### src/rtl/friscv_pkg.sv
// Shared core definitions: datapath width, ALU op encodings and multiply sequencer states.
package friscv_pkg;

    localparam int unsigned ARCH      = 32;
    localparam int unsigned MUL_CNT_W = $clog2(ARCH);

    localparam logic [3:0] ALU_ADD = 4'h0;
    localparam logic [3:0] ALU_SLL = 4'h1;

    typedef enum logic [1:0] {
        IDLE     = 2'd0,
        ADD_ST   = 2'd1,
        SHIFT_ST = 2'd2,
        DONE_ST  = 2'd3
    } mul_state_t;

endpackage

### src/rtl/alu_mul_seq.sv
// Shift-and-add multiplier that borrows the core ALU; yields the low ARCH bits of a*b.
// Define MUL_EARLY_TERM_EN to stop as soon as the remaining multiplier is zero.
module alu_mul_seq #(
    parameter int unsigned ARCH = friscv_pkg::ARCH
) (
    input  logic            clk,
    input  logic            rst,
    input  logic            start_in,
    input  logic [ARCH-1:0] a_in,
    input  logic [ARCH-1:0] b_in,
    output logic            busy_out,
    output logic            done_out,
    output logic [ARCH-1:0] result_out,
    output logic [3:0]      alu_ctrl_out,
    output logic [ARCH-1:0] alu_a_out,
    output logic [ARCH-1:0] alu_b_out,
    input  logic [ARCH-1:0] alu_result_in
);
    import friscv_pkg::*;

    localparam int unsigned CNT_W = $clog2(ARCH);

    mul_state_t      state_q, state_d;
    logic [ARCH-1:0] acc_q, acc_d;
    logic [ARCH-1:0] mcand_q, mcand_d;
    logic [ARCH-1:0] mplier_q, mplier_d;
    logic [CNT_W-1:0] count_q, count_d;
    logic [ARCH-1:0] result_q, result_d;
    logic            busy_q, busy_d;
    logic            done_q, done_d;
    logic [3:0]      alu_ctrl_q, alu_ctrl_d;
    logic [ARCH-1:0] alu_a_q, alu_a_d;
    logic [ARCH-1:0] alu_b_q, alu_b_d;

    // Next state and datapath updates
    always_comb begin
        state_d  = state_q;
        acc_d    = acc_q;
        mcand_d  = mcand_q;
        mplier_d = mplier_q;
        count_d  = count_q;
        result_d = result_q;

        case (state_q)
            IDLE: begin
                if (start_in) begin
                    acc_d    = '0;
                    mcand_d  = a_in;
                    mplier_d = b_in;
                    count_d  = '0;
                    state_d  = b_in[0] ? ADD_ST : SHIFT_ST;
`ifdef MUL_EARLY_TERM_EN
                    if (b_in == '0) begin
                        state_d = DONE_ST;
                    end
`endif
                end
            end
            ADD_ST: begin
                acc_d   = alu_result_in;
                state_d = SHIFT_ST;
            end
            SHIFT_ST: begin
                mcand_d  = alu_result_in;
                mplier_d = mplier_q >> 1;
                count_d  = count_q + CNT_W'(1);
                if (count_q == CNT_W'(ARCH - 1)) begin
                    state_d = DONE_ST;
`ifdef MUL_EARLY_TERM_EN
                end else if (mplier_q[ARCH-1:1] == '0) begin
                    state_d = DONE_ST;
`endif
                end else if (mplier_q[1]) begin
                    state_d = ADD_ST;
                end else begin
                    state_d = SHIFT_ST;
                end
            end
            DONE_ST: begin
                state_d = IDLE;
            end
            default: begin
                state_d = IDLE;
            end
        endcase

        if (state_d == DONE_ST) begin
            result_d = acc_d;
        end
    end

    // Outputs are precomputed from the next state so they leave the block registered
    always_comb begin
        busy_d     = (state_d != IDLE);
        done_d     = (state_d == DONE_ST);
        alu_ctrl_d = ALU_ADD;
        alu_a_d    = '0;
        alu_b_d    = '0;
        case (state_d)
            ADD_ST: begin
                alu_a_d = acc_d;
                alu_b_d = mcand_d;
            end
            SHIFT_ST: begin
                alu_ctrl_d = ALU_SLL;
                alu_a_d    = mcand_d;
                alu_b_d    = ARCH'(1);
            end
            default: begin
                alu_ctrl_d = ALU_ADD;
            end
        endcase
    end

    always_ff @(posedge clk) begin
        if (rst) begin
            state_q    <= IDLE;
            acc_q      <= '0;
            mcand_q    <= '0;
            mplier_q   <= '0;
            count_q    <= '0;
            result_q   <= '0;
            busy_q     <= 1'b0;
            done_q     <= 1'b0;
            alu_ctrl_q <= ALU_ADD;
            alu_a_q    <= '0;
            alu_b_q    <= '0;
        end else begin
            state_q    <= state_d;
            acc_q      <= acc_d;
            mcand_q    <= mcand_d;
            mplier_q   <= mplier_d;
            count_q    <= count_d;
            result_q   <= result_d;
            busy_q     <= busy_d;
            done_q     <= done_d;
            alu_ctrl_q <= alu_ctrl_d;
            alu_a_q    <= alu_a_d;
            alu_b_q    <= alu_b_d;
        end
    end

    assign busy_out     = busy_q;
    assign done_out     = done_q;
    assign result_out   = result_q;
    assign alu_ctrl_out = alu_ctrl_q;
    assign alu_a_out    = alu_a_q;
    assign alu_b_out    = alu_b_q;

endmodule

### config.mk
export PLATFORM = sky130hd
export DESIGN_NAME = alu_mul_seq
export DESIGN_NICKNAME = d
export VERILOG_FILES = /design/src/rtl/friscv_pkg.sv /design/src/rtl/alu_mul_seq.sv
export SDC_FILE = /design/constraint.sdc
export NUM_CORES = 1
export LEC_CHECK = 0
export ABC_AREA = 1
export CELL_PAD_IN_SITES_DETAIL_PLACEMENT = 1
export CELL_PAD_IN_SITES_GLOBAL_PLACEMENT = 2
export CORE_ASPECT_RATIO = 1.75
export CORE_MARGIN = 5
export CORE_UTILIZATION = 24
export CTS_CLUSTER_DIAMETER = 80
export CTS_CLUSTER_SIZE = 20
export DETAILED_ROUTE_END_ITERATION = 16
export GPL_ROUTABILITY_DRIVEN = 1
export MAX_ROUTING_LAYER = met4
export PLACE_DENSITY_LB_ADDON = 0.1
export SYNTH_ARGS = -nofsm -noshare
export SYNTH_HDL_FRONTEND = slang
export SYNTH_SLANG_ARGS = --single-unit
### constraint.sdc
create_clock -name clk -period 2.25 [get_ports clk]
set_clock_uncertainty 0.1 [all_clocks]
set_input_delay 0.45 -clock clk [delete_from_list [all_inputs] [get_ports clk]]
set_output_delay 0.45 -clock clk [all_outputs]
set_load 0.01 [all_outputs]
* Word-level counts from Yosys, hierarchy flattened *
Index checks and enable logic that the tools add are counted.

word-level totals
  register bits = 205
  input bits = 99
  output and inout port bits = 102

cells by class
  add/subtract/negate cells = 1
  equal/unequal tests = 8
  multiplexer cells = 16
  reductions and logical operators = 4

operators with widths
  operator                                                                count
  32-bit one-hot mux with 2 select lines                                  5
  32-bit two-way mux                                                      3
  5-bit one-hot mux with 2 select lines                                   1
  2-bit equality test (second input constant)                             4
  2-bit two-way mux                                                       4
  2-bit one-hot mux with 4 select lines                                   1
  5-bit by 1-bit adder with 5-bit output (second input constant)          1
  5-bit equality test (second input constant)                             1
  5-bit two-way mux                                                       1
  2-bit by 1-bit equality test with 1-bit output (second input constant)  2
  2-bit nonzero test                                                      2
  2-bit logical NOT                                                       1
  2-bit != test (second input constant)                                   1
  2-bit AND reduction                                                     1
  1-bit two-way mux                                                       1

* Longest topological paths before layout *
Gate-level depths: netlist of the first run.

  depth after elaboration = 5
  depth in mapped cells = 15
  mapped depth without buffers = 13

* Worst setup path after synthesis of the first run *
OpenSTA, ideal clock, no wires.

  path type = in2reg
  start = in start_in
  end = reg result_q[26] (netlist: result_out[26])
  arrival = 2.071 ns
  data required time = 2.093 ns
  slack = 0.022 ns
  cell stages on the path = 13
  buffers on the path = 4
  cell sequence = buf_2 inv_1 clkbuf_1 o21ai_0 nand2_1 inv_1 ha_1 clkbuf_1 clkbuf_1 nor2_1 nor2_1 o21ai_0 inv_1

on the way
  word-level cells in the longest chain between the ends = 3
  elaborated cells between the ends (all ways) = 5

ends and longest elaborated chain
  what                                   RTL line            RTL
  start: declaration                     alu_mul_seq.sv:8    input logic start_in,
  2-bit two-way mux                      alu_mul_seq.sv:46   if (start_in) begin
  2-bit one-hot mux with 4 select lines  alu_mul_seq.sv:44   case (state_q)
  named net state_d[1]                   alu_mul_seq.sv:23   mul_state_t state_q, state_d;
  2-bit equality test                    n/a
  named net done_d                       alu_mul_seq.sv:30   logic done_q, done_d;
  end signal: assignment                 alu_mul_seq.sv:134  result_q <= result_d;
  end: declaration                       alu_mul_seq.sv:28   logic [ARCH-1:0] result_q, result_d;

The timed path passes the listed nets, and every way through them passes these cells.
A chain may end at the register's enable or synchronous reset.

* Worst setup path after layout of the first run *
  start = reg count_q[1]
  end = reg alu_a_q[18] (netlist: alu_a_out[18])

on the way
  word-level cells in the longest chain between the ends = 5
  elaborated cells between the ends (all ways) = 6

ends and longest elaborated chain
  what                                                                                   RTL line            RTL
  start: declaration                                                                     alu_mul_seq.sv:27   logic [CNT_W-1:0] count_q, count_d;
  start signal: assignment                                                               alu_mul_seq.sv:133  count_q <= count_d;
  5-bit equality test (*)                                                                alu_mul_seq.sv:67   if (count_q == CNT_W'(ARCH - 1)) begin
  2-bit two-way mux (*)                                                                  alu_mul_seq.sv:67
  2-bit one-hot mux with 4 select lines (*)                                              alu_mul_seq.sv:44
  named net state_d[1]                                                                   alu_mul_seq.sv:23
  2-bit equality test or 2-bit by 1-bit equality test with 1-bit output (tied branches)  alu_mul_seq.sv:99   case (state_d)
  32-bit one-hot mux with 2 select lines (*)                                             alu_mul_seq.sv:99
  end signal: assignment                                                                 alu_mul_seq.sv:138  alu_a_q <= alu_a_d;
  end: declaration                                                                       alu_mul_seq.sv:32   logic [ARCH-1:0] alu_a_q, alu_a_d;

Mark *: on every way through the listed nets, which the timed path passes. The rest lies on a longest branch.

==> run metrics, run 1 <==
synthesized cell area=8060 um^2; Final WS setup=roughly 0.13 ns; leading area contributor after synthesis=dfxtp_1; worst-path maximum fanout=5; GRT Util Overall=17.6%; Initial Utilization=between 20% and 30%; largest net degree at the start of global routing=98; Clock power frac=roughly 30%; maximum VDD drop=between 0.0004 and 0.0005 V; Rows=88; Net Sw Power=between 2 and 3 mW; vias in the first global route=between 8000 and 9000; Adder-Cell Fraction of Synth Area=less than 1%; crit start category=flip-flop; distinct cell type count after synthesis=25; Die W=between 100 and 150 um; Worst Setup End Kind=flip-flop; CTS tree=yes; grt ovf=0; fin util=between 30% and 40%; clock transition at the registers of the reported paths=~0.080 ns; Seq/Total Area, Yosys=49.9%; chip height=around 250 um; Bufs on Longest Clock Path=3; Final setup viols=0; DRT Wirelength=33.0 mm; global-route wire length before repair=roughly 50 mm; Slew HR=between 60 and 70%; Core Area=about 33000 um^2; post-synth top area share=49.9%; H-tree levels=1; DP Wirelength=between 20 and 25 mm; status=complete, no violations; final instance count without filler cells=~1800; period utilization=a little over nine tenths; drt pass-1 iters=4; drc violations=0; Syn Inst Count=1109; Fin. Hold Viols=0; flops & latches, synth=approximately 200; post-DR vias/cell=4.47; pre-CTS setup slack=-0.0714 ns; Port Buf Inserts=197; fmax=around 470 MHz; xor/xnor share of the synthesized area=0%; Synth Area in Compound Gates=~11%; Hold WS=around 0.37 ns; synthesized area per cell=7.27 um^2; total of max-cap violations=0; boundary pin count=201; critical path class=flip-flop to flip-flop; logic gate share of total power=a little under a quarter; Slew @ Worst Pin=0.526 ns; # clock sinks=roughly 200; WL/cell=around 19 um; number of flops mapped to enable cells by yosys=0; Synth area leaders=dfxtp_1, nand2_1, inv_1; initial antenna violation count=2; layout cells sized above 1=~9.8%; post-cts hold buffer count=0; P per Cell Area=around 730 nW/um^2; Total Neg Setup Slack=0 ns; ys async rst share=0%; Primary FF master, synth=dfxtp_1; sw frac=30.2%; clk_lat worst skew=0.49 ns; placed cells=~1700; via count=roughly 7900; Final ANT Viol Nets=0; full die area=roughly 38000 um^2; gpl congestion=between 0.7 and 0.8; critical path arrival=approximately 2.5 ns; commonest cells in the netlist=nand2_1, dfxtp_1, inv_1; Leakage=just under 5 nW; Flop pwr share=a little under half; largest family of logic cells by synthesized area=simple AND/OR/NAND/NOR gates; Starting DRT DRC Count=241; CTS root buffer=clkbuf_16; area grow syn2layout=43.3%; Num CTS Buffers=14; mux contribution to synthesized area=0%; Post-Synth Simple-Gate Area=~28%; Min Clock Period, post-route=approximately 2.1 ns; synthesis warning total=0; Worst Hold Class=flip-flop to flip-flop; Slew Limit Fails=0; worst path required time=between 2 and 3 ns; most common cell in the synthesized netlist=nand2_1; Power Internal=5.92 mW; Nets=approximately 1400
-- power groups by stage --
stage	Clock, mW	Combinational, mW	Sequential [mW]
2_1_floorplan	0	0.859	4.05
3_3_place_gp	0	1.92	4.04
3_5_place_dp	0	1.93	4.04
4_1_cts	2.71	1.94	3.96
5_1_grt	2.82	2.18	3.99
6_report	2.55	1.97	3.96
-- cells by family after synthesis --
family                   after synthesis
AND/OR/NAND/NOR                      531
adder cells (fa/ha/maj)                6
flip-flops                           201
AO/OA/AOI/OAI                        171
other                                  1
buffers and inverters                199
-- worst max-delay path, stage by stage (launching register included) --
cell and delay [ns]:
dfxtp_2 0.36, ha_4 0.13, inv_1 0.05, nor3_2 0.16, ha_2 0.20, o21ai_1 0.07, nand2_1 0.08, nand2_2 0.06
inv_2 0.08, ha_4 0.19, inv_2 0.09, nand2_4 0.10, buf_12 0.18, buf_4 0.13, a21oi_2 0.09
-- routing by layer --
metal  up-vias  wire length (um)  global-route usage (%)
li1       3938                 -                       -
met1      3762             12700                    18.6
met2       153             18400                    34.0
met3        26              1380                    2.33
met4         0               515                    3.96
met5         -                 0                       -
-- what timing repair did --
item                                    4_1_cts  5_1_grt
setup buffers                                 0        2
gates resized for setup                       0       50
pin swaps                                     0        5
cloned                                        0        2
endpoints found under the setup margin       20       96
-- through the flow --
stage	total power, mW	cell area [um^2]
after detailed placement	5.98	11000
after CTS	8.61	11400
final	8.49	11600
after floorplan	4.91	8070
after global routing	8.99	11600
after global placement	5.96	11000
-- layout make-up --
| class | instances | area, um^2 |
|---|---|---|
| fillers | 4011 | 21600 |
| flip-flops and latches | 201 | 4030 |
| multi-input cells | 711 | 3400 |
| repair buffers | 260 | 2700 |
| well taps | 450 | 563 |
| inverters | 123 | 462 |
| clock buffers | 16 | 379 |
| clock inverters | 2 | 20.0 |
| diodes | 1 | 2.50 |
-- worst paths after layout --
check                                 from            end  slack (ns)  cells past startpoint
worst min-delay path              acc_q[0]       acc_q[0]        0.37                      2
worst min register to register    acc_q[0]       acc_q[0]        0.37                      2
worst max-delay path            count_q[1]  alu_a_out[18]        0.13                     14
worst max register to register  count_q[1]  alu_a_out[18]        0.13                     14
-- placed cells by master, fill, tap and decap left out, types with 12 or more instances in the layout --
master and count:
nor2_1 100, a31oi_1 30, nand3_1 57, clkdlybuf4s50_1 195, clkbuf_16 17, or2_2 12, dfxtp_1 199, nand2_1 280
buf_12 17, inv_1 117, o21ai_1 30, a21oi_1 68, nand4_1 50, buf_4 42, o21ai_0 39
-- state kept, by name, indices dropped and copies added, names as in the netlist --
register and flops:
acc_q 32, alu_a_out 32, alu_b_out 32, alu_ctrl_out 1, busy_out 1, count_q 5
done_out 1, mcand_q 32, mplier_q 31, result_out 32, state_q 2
(Power assumes the default switching activity.)
==> run 2, diff against run 1 <==
--- a/config.mk
+++ b/config.mk
@@ -15,7 +15,6 @@
 export CTS_CLUSTER_SIZE = 20
 export DETAILED_ROUTE_END_ITERATION = 16
 export GPL_ROUTABILITY_DRIVEN = 1
-export MAX_ROUTING_LAYER = met4
 export PLACE_DENSITY_LB_ADDON = 0.1
 export SYNTH_ARGS = -nofsm -noshare
 export SYNTH_HDL_FRONTEND = slang
==> run 2 against run 1 <==
  * Utilization is essentially flat
  * Fmax shrank 1.3%
  * Final area is essentially flat
  * Sequential share of layout area is essentially flat
  * Critical path type unchanged
  * Largest power group unchanged
==> run metrics, run 2 (synthesized netlist as in run 1, its figures left out) <==
status=complete, no violations (unchanged); WL/cell=18.7 um (about the same); period utilization=95.6% (was 94.3%); gpl congestion=0.772 (was 0.782); Min Clock Period, post-route=2.15 ns (was 2.12 ns); DP Wirelength=23.3 mm (unchanged); min-delay src=acc_q[0] (unchanged); Core Area=33100 um^2 (unchanged); r2r worst-path depth=13 (was 14); chip height=252 um (unchanged); DRT Wirelength=33.0 mm (about the same); R2R Path End=alu_a_out[18] (unchanged); area grow syn2layout=43.4% (was 43.3%); Total Neg Setup Slack=0 ns (unchanged); Worst Hold Class=flip-flop to flip-flop (unchanged); initial antenna violation count=2 (unchanged); Fin. Hold Viols=0 (unchanged); pre-CTS setup slack=-0.0714 ns (unchanged); boundary pin count=201 (unchanged); drt pass-1 iters=5 (was 4); critical path class=flip-flop to flip-flop (unchanged); commonest non-fill, non-tap cells in the layout=nand2_1, dfxtp_1, clkdlybuf4s50_1, inv_1, nor2_1 (unchanged); post-DR vias/cell=4.46 (was 4.47); Port Buf Inserts=197 (unchanged); Slew Limit Fails=0 (unchanged); P per Cell Area=734 nW/um^2 (about the same); most common cell after layout, fill and taps aside=nand2_1 (unchanged); Hold WS=0.371 ns (about the same); max incr delay on CP=0.34 ns (was 0.36 ns); final instance area=11600 um^2 (about the same); fmax=465 MHz (was 471 MHz); worst hold path cell count=2 (unchanged); Bufs on Longest Clock Path=3 (unchanged); Worst Setup End Kind=flip-flop (unchanged); Final ANT Viol Nets=0 (unchanged); GRT Util Overall=17.1% (was 17.6%); final total power=8.49 mW (about the same); clk_lat worst skew=0.50 ns (was 0.49 ns); Die W=149 um (unchanged); crit start category=flip-flop (unchanged); Slew HR=65.6% (was 64.8%); Leakage=4.97 nW (about the same); Cell Area, Placed=11000 um^2 (unchanged); CP cell instances=ha_4 -> inv_1 -> nor3_2 -> ha_2 -> o21ai_1 -> nand2_2 -> inv_1 -> ha_4 -> inv_2 -> nand2_4 -> buf_12 -> buf_4 -> a21oi_2 (was ha_4 -> inv_1 -> nor3_2 -> ha_2 -> o21ai_1 -> nand2_1 -> nand2_2 -> inv_2 -> ha_4 -> inv_2 -> nand2_4 -> buf_12 -> buf_4 -> a21oi_2); worst-path maximum fanout=5 (unchanged); maximum VDD drop=0.000456 V (about the same); Antenna Cells=0 (was 1); Rows=88 (unchanged); # fillers=4010 (was 4011); CTS tree=yes (unchanged); CTS root buffer=clkbuf_16 (unchanged); via count=7866 (was 7879); full die area=37500 um^2 (unchanged); largest net degree at the start of global routing=98 (unchanged); worst r2r src=count_q[1] (unchanged); Slew @ Worst Pin=0.515 ns (was 0.526 ns); drc violations=0 (unchanged); Starting DRT DRC Count=224 (was 241); vias in the first global route=8325 (was 8345); Nets=1416 (unchanged); layout cells sized above 1=9.82% (unchanged); H-tree levels=1 (unchanged); # clock sinks=201 (unchanged); total of max-cap violations=0 (unchanged); global-route wire length before repair=49.1 mm (about the same); endpoint of the worst hold path=acc_q[0] (unchanged); worst path required time=2.58 ns (about the same); r2r setup slk=0.1 ns (was 0.13 ns); Num CTS Buffers=14 (unchanged); grt ovf=0 (unchanged); clock transition at the registers of the reported paths=0.08 ns (about the same); Initial Utilization=24.3% (unchanged); critical path arrival=2.48 ns (was 2.45 ns); Crit-path slowest cell=dfxtp_2 (unchanged); Final setup viols=0 (unchanged); Final WS setup=0.0991 ns (was 0.128 ns)
[run 2: changes by cell type in the layout (fill, tap and decap cells not counted), sizes merged]
cell   delta
diode     -1
[run 2: final cells by class]
class                   count  area, um^2  share of cell area [%]
flip-flops and latches    201        4030                    34.8
well taps                 450         563                    4.87
repair buffers            260        2700                    23.4
inverters                 123         462                    3.99
multi-input cells         711        3410                    29.5
clock buffers              16         379                    3.28
clock inverters             2        20.0                   0.173
[run 2: worst max path at each step]
stage,slack (ns),startpoint,endpoint
floorplan,0.02,start_in,result_out[26]
CTS,-0.02,count_q[0],alu_b_out[29]
finish,0.1,count_q[1],alu_a_out[18]
global placement,-0.06,b_in[0],alu_a_out[27]
global route,-0.02,count_q[1],alu_a_out[31]
detailed placement,-0.07,b_in[0],alu_b_out[29]
[run 2: where the power goes]
group	leakage, nW	total [mW]	switching (mW)	internal (mW)
Combinational	3.13	1.97	1.10	0.877
Sequential	1.64	3.96	0.132	3.83
Clock	0.197	2.56	1.34	1.22
Total	4.97	8.49	2.57	5.92
[run 2: layer usage]
layer	vias to the layer above	wire length (um)	global-route usage (%)
li1	3935	-	-
met1	3736	12700	18.6
met2	164	18300	34.0
met3	29	1490	2.42
met4	2	530	3.96
met5	-	11	0
[run 2: worst max-delay path, delay by kind of cell (launching register included)]
family          cells  cell delay [ns]
flops               1             0.34
compound gates      2             0.24
buf+inv             5             0.61
simple gates        3             0.24
fa+ha+maj           3             0.55
[run 2: per-stage QoR]
step	utilization, %	instances
after detailed placement	33.1	1741
after CTS	34.3	1759
after global placement	33.1	1741
final	34.9	1763
after floorplan	-	1111
after global routing	34.9	1763
[run 2: timing repair]
item                                    in CTS  in global routing
gates resized for setup                      0                 46
cloned                                       0                  2
pin swaps                                    0                  5
buffers inserted                             0                  2
endpoints found under the setup margin      20                 96
hold buffers                                 0                  0
==> run 3, diff against run 2 <==
--- a/config.mk
+++ b/config.mk
@@ -6,6 +6,7 @@
 export NUM_CORES = 1
 export LEC_CHECK = 0
 export ABC_AREA = 1
+export CAP_MARGIN = 20
 export CELL_PAD_IN_SITES_DETAIL_PLACEMENT = 1
 export CELL_PAD_IN_SITES_GLOBAL_PLACEMENT = 2
 export CORE_ASPECT_RATIO = 1.75
==> constraint.sdc (replaced) <==
create_clock -name clk -period 1.9 [get_ports clk]
set_clock_uncertainty 0.1 [all_clocks]
set_input_delay 0.38 -clock clk [delete_from_list [all_inputs] [get_ports clk]]
set_output_delay 0.38 -clock clk [all_outputs]
set_load 0.01 [all_outputs]
==> run 3 against run 2 <==
  * Utilization grew 1.3 points
  * Routed wire length is the same
  * The flow now finishes with violations (setup timing)
  * Highest routed layer is now met4
  * Combinational power grew 27%
  * Critical endpoint is now result_out[22]
  * Global-route usage shrank 0.24 points
  * Die area is the same
  * Largest cell class unchanged
  * Hold slack lost 0.095 ns
  * Flip-flop and latch count is the same
==> run metrics, run 3 (synthesized netlist as in run 1, its figures left out) <==
Port Buf Inserts=197 (unchanged); worst path required time=2.17 ns (was 2.58 ns); GRT Util Overall=16.8% (was 17.1%); period utilization=109% (was 95.6%); Min Clock Period, post-route=2.06 ns (was 2.15 ns); largest net degree at the start of global routing=98 (unchanged); worst r2r src=count_q[1] (unchanged); Antenna Cells=0 (unchanged); full die area=37500 um^2 (unchanged); unrepaired setup endpoints after global routing=yes; min-delay src=start_in (was acc_q[0]); post-DR vias/cell=4.48 (was 4.46); Rows=88 (unchanged); final instance count without filler cells=1766 (was 1763); worst-path maximum fanout=11 (was 5); max incr delay on CP=0.35 ns (was 0.34 ns); initial antenna violation count=0 (was 2); DRT Wirelength=33.0 mm (unchanged); Fin. Hold Viols=0 (unchanged); DP Wirelength=23.0 mm (was 23.3 mm); vias in the first global route=8534 (was 8325); Worst Hold Class=input port to flip-flop (was flip-flop to flip-flop); Bufs on Longest Clock Path=3 (unchanged); commonest non-fill, non-tap cells in the layout=nand2_1, dfxtp_1, clkdlybuf4s50_1, inv_1, nor2_1 (unchanged); Nets=1418 (was 1416); Num CTS Buffers=14 (unchanged); clock transition at the registers of the reported paths=0.09 ns (was 0.08 ns); failing checks=setup timing; chip height=252 um (unchanged); drc violations=0 (unchanged); Net Sw Power=3.14 mW (was 2.57 mW); fmax=485 MHz (was 465 MHz); WL/cell=18.7 um (about the same); most common cell after layout, fill and taps aside=nand2_1 (unchanged); placed cells=1738 (was 1741); clk_lat worst skew=0.48 ns (was 0.50 ns); Leakage=5.41 nW (was 4.97 nW); maximum VDD drop=0.000663 V (was 0.000456 V); crit start category=flip-flop (unchanged); r2r worst-path depth=13 (unchanged); layout cells sized above 1=14.7% (was 9.82%); R2R Path End=result_out[22] (was alu_a_out[18]); status=finished, violations left (was complete, no violations); final instance area=12000 um^2 (was 11600 um^2); Final setup viols=96 (was 0); worst hold path cell count=5 (was 2); sw frac=30.7% (was 30.2%); area of the multi-input gates=3650 um^2 (was 3410 um^2); via count=7918 (was 7866); Slew @ Worst Pin=0.509 ns (was 0.515 ns); H-tree levels=1 (unchanged); Power Internal=7.08 mW (was 5.92 mW); critical path class=flip-flop to flip-flop (unchanged); Initial Utilization=24.3% (unchanged); gpl congestion=0.788 (was 0.772); Final WS setup=-0.164 ns (was 0.0991 ns); Cell Area, Placed=11000 um^2 (about the same); Crit-path slowest cell=dfxtp_2 (unchanged); Die W=149 um (unchanged); # clock sinks=201 (unchanged); logic gate share of total power=24.4% (was 23.2%); grt ovf=0 (unchanged); post-cts hold buffer count=0 (unchanged); Clock power frac=29.7% (was 30.1%); critical path arrival=2.33 ns (was 2.48 ns); area taken by flip-flops and latches=4030 um^2 (about the same); Top Family by Delay on Critical Path=adder cells (was buffers and inverters); Slew HR=66.1% (was 65.6%); area grow syn2layout=48.7% (was 43.4%); CP Buf/Inv Count=4 (was 5); r2r setup slk=-0.16 ns (was 0.1 ns); Hold WS=0.276 ns (was 0.371 ns); global-route wire length before repair=49.3 mm (was 49.1 mm); Flop pwr share=45.9% (was 46.6%); boundary pin count=201 (unchanged); Core Area=33100 um^2 (unchanged); Starting DRT DRC Count=229 (was 224); Final ANT Viol Nets=0 (unchanged); CP cell instances=ha_4 -> inv_4 -> nor3_4 -> ha_2 -> o21ai_2 -> nand2_2 -> buf_6 -> ha_4 -> clkbuf_16 -> nor2_1 -> nor2_1 -> o21ai_1 -> inv_1 (was ha_4 -> inv_1 -> nor3_2 -> ha_2 -> o21ai_1 -> nand2_2 -> inv_1 -> ha_4 -> inv_2 -> nand2_4 -> buf_12 -> buf_4 -> a21oi_2); Total Neg Setup Slack=-11.78 ns (was 0 ns); Slew Limit Fails=0 (unchanged); total of max-cap violations=0 (unchanged); drt pass-1 iters=4 (was 5); CTS root buffer=clkbuf_16 (unchanged); endpoint of the worst hold path=count_q[3] (was acc_q[0]); CTS tree=yes (unchanged); # fillers=3913 (was 4010); P per Cell Area=852 nW/um^2 (was 734 nW/um^2); Worst Setup End Kind=flip-flop (unchanged)
==> run 3: changes by cell type in the layout (fill, tap and decap cells not counted), sizes merged <==
| cell | previous run | this run |
|---|---|---|
| clkbuf | 18 | 20 |
| inv | 125 | 124 |
| dlymetal6s2s | 0 | 12 |
| clkdlybuf4s50 | 195 | 156 |
| clkinv | 0 | 1 |
| clkinvlp | 0 | 1 |
| dlygate4sd2 | 0 | 27 |
==> run 3: timing repair <==
item | CTS | global route
buffers inserted | 0 | 2
gates cloned | 3 | 4
setup endpoints to repair | 124 | 111
pin swaps | 2 | 6
resized for setup | 76 | 77
==> run 3: worst max-delay path by stage <==
stage | start | end | slack, ns | cells after the start
finish | count_q[1] | result_out[22] | -0.16 | 13
global route | count_q[1] | result_out[27] | -0.29 | 14
CTS | count_q[1] | result_out[24] | -0.19 | 13
detailed placement | b_in[0] | alu_b_out[27] | -0.23 | 9
global placement | b_in[0] | alu_b_out[27] | -0.24 | 9
floorplan | count_q[0] | result_out[26] | 0.001 | 15
==> run 3: power by group through the flow <==
stage	logic (mW)	registers (mW)	clock network [mW]
finish	2.50	4.69	3.03
global route	2.75	4.73	3.30
CTS	2.40	4.69	3.17
detailed placement	2.25	4.79	0
global placement	2.23	4.79	0
floorplan	1.10	4.80	0
==> run 3: metrics by stage <==
step | total power, mW | setup WS, ns | utilization (%)
6_report | 10.2 | -0.164 | 36.2
5_1_grt | 10.8 | -0.294 | 36.2
4_1_cts | 10.3 | -0.190 | 35.0
3_5_place_dp | 7.04 | -0.232 | 33.1
3_3_place_gp | 7.02 | -0.240 | 33.1
2_1_floorplan | 5.90 | 0.00103 | -
==> run 3: worst reg2reg max path: stages (launching register included) <==
cell and delay (ns):
dfxtp_2 0.35, ha_4 0.17, inv_4 0.06, nor3_4 0.03, ha_2 0.20, o21ai_2 0.13, nand2_2 0.09, buf_6 0.13
ha_4 0.21, clkbuf_16 0.20, nor2_1 0.10, nor2_1 0.04, o21ai_1 0.09, inv_1 0.04
==> run 3: area by class of cell <==
| cell class | count | area share, % |
|---|---|---|
| sequential | 201 | 33.6 |
| clock buffer | 16 | 3.16 |
| tap | 450 | 4.70 |
| clock inverter | 3 | 0.198 |
| inverter | 123 | 4.00 |
| timing repair buffer | 262 | 23.9 |
| multi-input combinational | 711 | 30.4 |
==> run 3: metal layers <==
layer | track usage [%] | vias up | part of all wire (%)
met5 | 0 | - | 0
met3 | 2.40 | 22 | 4.1
met1 | 18.4 | 3818 | 38
met4 | 2.99 | 0 | 1.3
met2 | 33.9 | 146 | 57
li1 | - | 3932 | -
